--- src/rtl/if_network_sequencer.sv ---
// if_network_sequencer: runs one if_network instance through one
// classification sample. On an accepted start it clears the network, applies
// the latched input pattern for num_steps cycles, drains in-flight spikes with
// zero input, and accumulates saturating per-output spike counts.
//
// Ports:
//   clk, rst        system clock, synchronous active-high reset
//   start           single-cycle request, sampled only in IDLE
//   pattern         input spike pattern, latched on an accepted start
//   num_steps       run length in timesteps, latched on an accepted start
//   busy            high in every state except IDLE
//   done            one-cycle pulse in DONE
//   net_rst         network reset: rst OR (state == CLEAR), combinational
//   net_spike_in    drive to if_network spike_in
//   net_spike_out   spike_out from if_network
//   spike_count     per-output counts, output k at [k*CNT_W +: CNT_W]
//
// Optional build macro IF_SEQ_WINNER_EN adds winner / winner_valid: the index
// of the largest count (lowest index on ties), valid from DONE until the next
// accepted start or rst.
module if_network_sequencer #(
    parameter int unsigned NUM_INPUTS   = 4,
    parameter int unsigned NUM_OUTPUTS  = 1,
    parameter int unsigned STEP_W       = 16,
    parameter int unsigned CNT_W        = 8,
    parameter int unsigned CLEAR_CYCLES = 2,
    parameter int unsigned DRAIN_CYCLES = 4
) (
    input  logic                           clk,
    input  logic                           rst,
    input  logic                           start,
    input  logic [NUM_INPUTS-1:0]          pattern,
    input  logic [STEP_W-1:0]              num_steps,
    output logic                           busy,
    output logic                           done,
    output logic                           net_rst,
    output logic [NUM_INPUTS-1:0]          net_spike_in,
    input  logic [NUM_OUTPUTS-1:0]         net_spike_out,
    output logic [NUM_OUTPUTS*CNT_W-1:0]   spike_count
`ifdef IF_SEQ_WINNER_EN
    ,
    output logic [((NUM_OUTPUTS > 1) ? $clog2(NUM_OUTPUTS) : 1)-1:0] winner,
    output logic                           winner_valid
`endif
);

    // Phase counter covers the longer of the CLEAR and DRAIN windows.
    localparam int unsigned PH_MAX = (CLEAR_CYCLES > DRAIN_CYCLES) ? CLEAR_CYCLES : DRAIN_CYCLES;
    localparam int unsigned PH_W   = (PH_MAX > 1) ? $clog2(PH_MAX) : 1;

    typedef enum logic [2:0] {
        IDLE  = 3'd0,
        CLEAR = 3'd1,
        RUN   = 3'd2,
        DRAIN = 3'd3,
        DONE  = 3'd4
    } state_t;

    state_t                          state;
    state_t                          state_next;
    logic [PH_W-1:0]                 phase;
    logic [PH_W-1:0]                 phase_next;
    logic [STEP_W-1:0]               step_cnt;
    logic [STEP_W-1:0]               step_next;
    logic [STEP_W-1:0]               steps_q;
    logic [NUM_INPUTS-1:0]           pat_q;
    logic [NUM_OUTPUTS*CNT_W-1:0]    cnt_next;
    logic                            accept;

    assign accept  = (state == IDLE) && start;
    assign net_rst = rst || (state == CLEAR);

    // State register.
    always_ff @(posedge clk) begin
        if (rst) begin
            state <= IDLE;
        end else begin
            state <= state_next;
        end
    end

    // Next-state and phase/step counter logic.
    always_comb begin
        state_next = state;
        phase_next = phase;
        step_next  = step_cnt;
        case (state)
            IDLE: begin
                if (start) begin
                    state_next = CLEAR;
                    phase_next = '0;
                    step_next  = num_steps;
                end
            end
            CLEAR: begin
                if (phase == PH_W'(CLEAR_CYCLES - 1)) begin
                    phase_next = '0;
                    state_next = (steps_q == '0) ? DRAIN : RUN;
                end else begin
                    phase_next = phase + PH_W'(1);
                end
            end
            RUN: begin
                if (step_cnt <= STEP_W'(1)) begin
                    state_next = DRAIN;
                    step_next  = '0;
                end else begin
                    step_next = step_cnt - STEP_W'(1);
                end
            end
            DRAIN: begin
                if (phase == PH_W'(DRAIN_CYCLES - 1)) begin
                    phase_next = '0;
                    state_next = DONE;
                end else begin
                    phase_next = phase + PH_W'(1);
                end
            end
            DONE: begin
                state_next = IDLE;
            end
            default: begin
                state_next = IDLE;
            end
        endcase
    end

    // Saturating per-output counters; cleared on accept, counting only in RUN/DRAIN.
    always_comb begin
        cnt_next = spike_count;
        if (accept) begin
            cnt_next = '0;
        end else if ((state == RUN) || (state == DRAIN)) begin
            for (int k = 0; k < NUM_OUTPUTS; k++) begin
                if (net_spike_out[k] && (spike_count[k*CNT_W +: CNT_W] != {CNT_W{1'b1}})) begin
                    cnt_next[k*CNT_W +: CNT_W] = spike_count[k*CNT_W +: CNT_W] + CNT_W'(1);
                end
            end
        end
    end

    // Datapath registers and registered state decodes (valid in the occupied state).
    always_ff @(posedge clk) begin
        if (rst) begin
            phase        <= '0;
            step_cnt     <= '0;
            steps_q      <= '0;
            pat_q        <= '0;
            spike_count  <= '0;
            busy         <= 1'b0;
            done         <= 1'b0;
            net_spike_in <= '0;
        end else begin
            phase       <= phase_next;
            step_cnt    <= step_next;
            spike_count <= cnt_next;
            if (accept) begin
                steps_q <= num_steps;
                pat_q   <= pattern;
            end
            busy         <= (state_next != IDLE);
            done         <= (state_next == DONE);
            net_spike_in <= (state_next == RUN) ? pat_q : '0;
        end
    end

`ifdef IF_SEQ_WINNER_EN
    localparam int unsigned WIN_W = (NUM_OUTPUTS > 1) ? $clog2(NUM_OUTPUTS) : 1;

    logic [WIN_W-1:0] win_idx;
    logic [CNT_W-1:0] win_max;

    // Argmax over the final counts; strict compare keeps the lowest index on ties.
    always_comb begin
        win_idx = '0;
        win_max = cnt_next[CNT_W-1:0];
        for (int k = 1; k < NUM_OUTPUTS; k++) begin
            if (cnt_next[k*CNT_W +: CNT_W] > win_max) begin
                win_max = cnt_next[k*CNT_W +: CNT_W];
                win_idx = WIN_W'(k);
            end
        end
    end

    // Captured on the edge entering DONE so the result is visible during DONE.
    always_ff @(posedge clk) begin
        if (rst) begin
            winner       <= '0;
            winner_valid <= 1'b0;
        end else if (accept) begin
            winner       <= '0;
            winner_valid <= 1'b0;
        end else if ((state == DRAIN) && (state_next == DONE)) begin
            winner       <= win_idx;
            winner_valid <= 1'b1;
        end
    end
`endif

endmodule

--- config.mk ---
export PLATFORM = sky130hd
export DESIGN_NAME = if_network_sequencer
export DESIGN_NICKNAME = d
export VERILOG_FILES = /design/src/rtl/if_network_sequencer.sv
export SDC_FILE = /design/constraint.sdc
export NUM_CORES = 1
export LEC_CHECK = 0
export CORE_ASPECT_RATIO = 0.8
export CORE_MARGIN = 5
export CORE_UTILIZATION = 40
export DETAILED_ROUTE_END_ITERATION = 6
export PLACE_DENSITY = 0.68
export SLEW_MARGIN = 10
export SYNTH_ARGS = -nofsm -noshare
export SYNTH_HDL_FRONTEND = slang
export SYNTH_SLANG_ARGS = --single-unit
--- constraint.sdc ---
create_clock -name clk -period 3.3 [get_ports clk]
set_clock_uncertainty 0.2 [all_clocks]
set_input_delay 0.495 -clock clk [delete_from_list [all_inputs] [get_ports clk]]
set_output_delay 0.495 -clock clk [all_outputs]
set_load 0.01 [all_outputs]
==> flow_summary.toml <==
[outcome]
status = "completed"

[detailed_routing]
wl_met2_um = 2430
wirelength_um = 5680
drc = 0
dr_wl_met3_um = 200
wl_per_cell_um = 13.6
met1Wirelength_um = 3010
antenna_left = 0
drtIter0Drc = 133
num_vias = 2165
maxUsedRoutingLayer = "met4"
avgViaCountPerCell = 5.17
drtPass1Iterations = 4

[setup_path]
path_max_fanout = 3
start_kind = "input pin"
arrival_ns = 1.71
critPathKind = "input pin to output port"
required_ns = 2.60
cp-end-kind = "output port"

[sta]
rsz0062_at_grt = "no"
timing_hold_violations_final = 0
slew_violations = 0
period_share_pct = 72.9
worst_pin_slew_ns = 0.797
clock.fmax_mhz = 415
setup_viol = 0
relSlewSlack_pct = 46.4
setup_tns_ns = 0
period_needed_ns = 2.41

[synth]
synth_async_sr_flop_share_pct = 0
synth_top_area_share_pct = 44.1
yosysUniqueCellTypes = 46
ys_seq_area_share_pct = 44.1
ys.flop_type = "dfxtp_1"
syn_area_per_cell_um2 = 8.21
yosysWarnings = 0
synth_edf_count = 0
synth_area_leaders = "dfxtp_1 (44%), nand2_1 (9.3%), a21oi_1 (4.6%)"
synth_cells = 304
syn_area_um2 = 2500
synth.net_count = 334
ys_ff_latch = 55
synth_largest_area_cell = "dfxtp_1"

[layout]
antenna_cells = 0
multi_input_area_um2 = 1290
postLayoutCoreUtil_pct = 51.0
layout_commonest_cell = "nand2_1"
fin_nets = 367
nFillCells = 571
regArea_um2 = 1100
drive_above_1_share_pct = 5.33
final_cell_mix = "nand2_1 (62), dfxtp_1 (55), clkdlybuf4s50_1 (38)"
area_delta_synth_final_pct = 22.0

[die]
initial_core_util_pct = 41.8
die-area_um2 = 7930
die_h_um = 80.7
fp.coreArea_um2 = 5970
io_pins = 39
row_count = 25
die_x_um = 98.3

[clock_tree]
cts_buffers = 5
clk_pin_slew_ns = 0.09
cts_setup_buffers = 0
postCtsResizedCells = 0
htree_levels = 2
clockRootBuffer = "clkbuf_8"
clock_latency_ns = 0.30
cts_tree = "done"
holdBufCountCts = 0
clkSinkCount = 55
cts_buffer_depth = 2

[global_route]
grt_pass1_wl_um = 9560
antenna_found_initial = 0
track_usage_pct = 14.8
grt-ovfl-total = 0
grt_start_max_net_pins = 32
grt_pass1_vias = 2005

[placement]
io_buffers = 38
place_congestion = 0.819
dpl.hpwl_um = 4220

[power_and_ir_drop]
internal_power_mw = 1.01
sw_frac_of_total_pct = 27.8
p_leak_nw = 1.10
ir_worst_vdd_v = 0.000230
p_sw_mw = 0.391
comb_power_share_pct = 19.0
power_density_nw_per_um2 = 461
power_frac_clock_pct = 28.6
seqPwrFrac_pct = 52.4

[hold_path]
hp-class = "register to register"

[run]
cap_violations = 0
-- power groups by stage --
| stage | sequential, mW | combinational (mW) | clock [mW] |
|---|---|---|---|
| CTS | 0.735 | 0.268 | 0.412 |
| finish | 0.736 | 0.267 | 0.402 |
| floorplan | 0.739 | 0.191 | 0 |
| global route | 0.742 | 0.296 | 0.443 |
| detailed placement | 0.751 | 0.266 | 0 |
| global placement | 0.750 | 0.263 | 0 |
-- layer usage --
metal  global-route usage, %  up-vias
met5                       0        -
met4                    3.27        0
met3                    3.39        4
met2                    23.1       42
met1                    20.6      994
li1                        -     1125
-- flip-flops by register name, summed over array words and instances (netlist names) --
name	flops
busy	1
pat_q	4
step_cnt	16
done	1
phase	2
steps_q	16
spike_count	8
state	3
net_spike_in	4
-- cell usage after synthesis (3+ instances only) --
cell and n:
o21ai_0 4, a31oi_1 11, nor4_1 8, nand2b_1 3
a222oi_1 5, a22oi_1 3, nor3_1 7, xor2_1 8
xnor2_1 7, a21oi_1 23, nand2_1 62, dfxtp_1 55
and2_1 6, nand3_1 7, or4_1 3, nor2b_1 3
nor2_1 27, ha_1 6, inv_1 7, clkbuf_1 14
-- critical path: stages --
cell             delay (ns)
clkdlybuf4s50_1        0.52
o21bai_1               0.14
clkdlybuf4s50_1        0.56
-- stage by stage --
stage                     cell area [µm²]  total power [mW]  setup slack, ns  instances  hold WS (ns)
after floorplan                      2500             0.930             1.03        304         0.230
after global placement               2940              1.01            0.892        411         0.241
after detailed placement             2940              1.02            0.835        411         0.243
after CTS                            3050              1.41            0.883        419         0.257
after global routing                 3050              1.48            0.797        419         0.284
final                                3050              1.40            0.893        419         0.254
-- final timing paths --
| path | to | startpoint | slack (ns) | depth (start not counted) |
|---|---|---|---|---|
| max reg2reg | step_cnt[14] | step_cnt[4] | 0.96 | 5 |
| min | pat_q[2] | pat_q[2] | 0.25 | 2 |
| max | net_rst | rst | 0.89 | 3 |
| min reg2reg | pat_q[2] | pat_q[2] | 0.25 | 2 |
-- area by class of cell --
cell class | count | share of cell area (%)
clock inverter | 1 | 0.247
tap | 81 | 3.33
clock buffer | 7 | 3.16
timing repair buffer | 43 | 13.7
sequential | 55 | 36.2
multi-input combinational | 225 | 42.5
inverter | 7 | 0.863
-- logic make-up (layout without fill, tap and decap cells) --
logic type                 Yosys count  in the layout  share of synthesized area, %
and+or+nand+nor                    142            142                          27.1
AOI/OAI and AO/OA                   60             60                          15.7
DFF                                 55             55                          44.1
buffers and inverters               24             58                          4.01
xor gates and xnor gates            15             15                          5.26
adders and majority gates            6              6                          3.01
muxes                                2              2                         0.802
(Power assumes the default switching activity.)
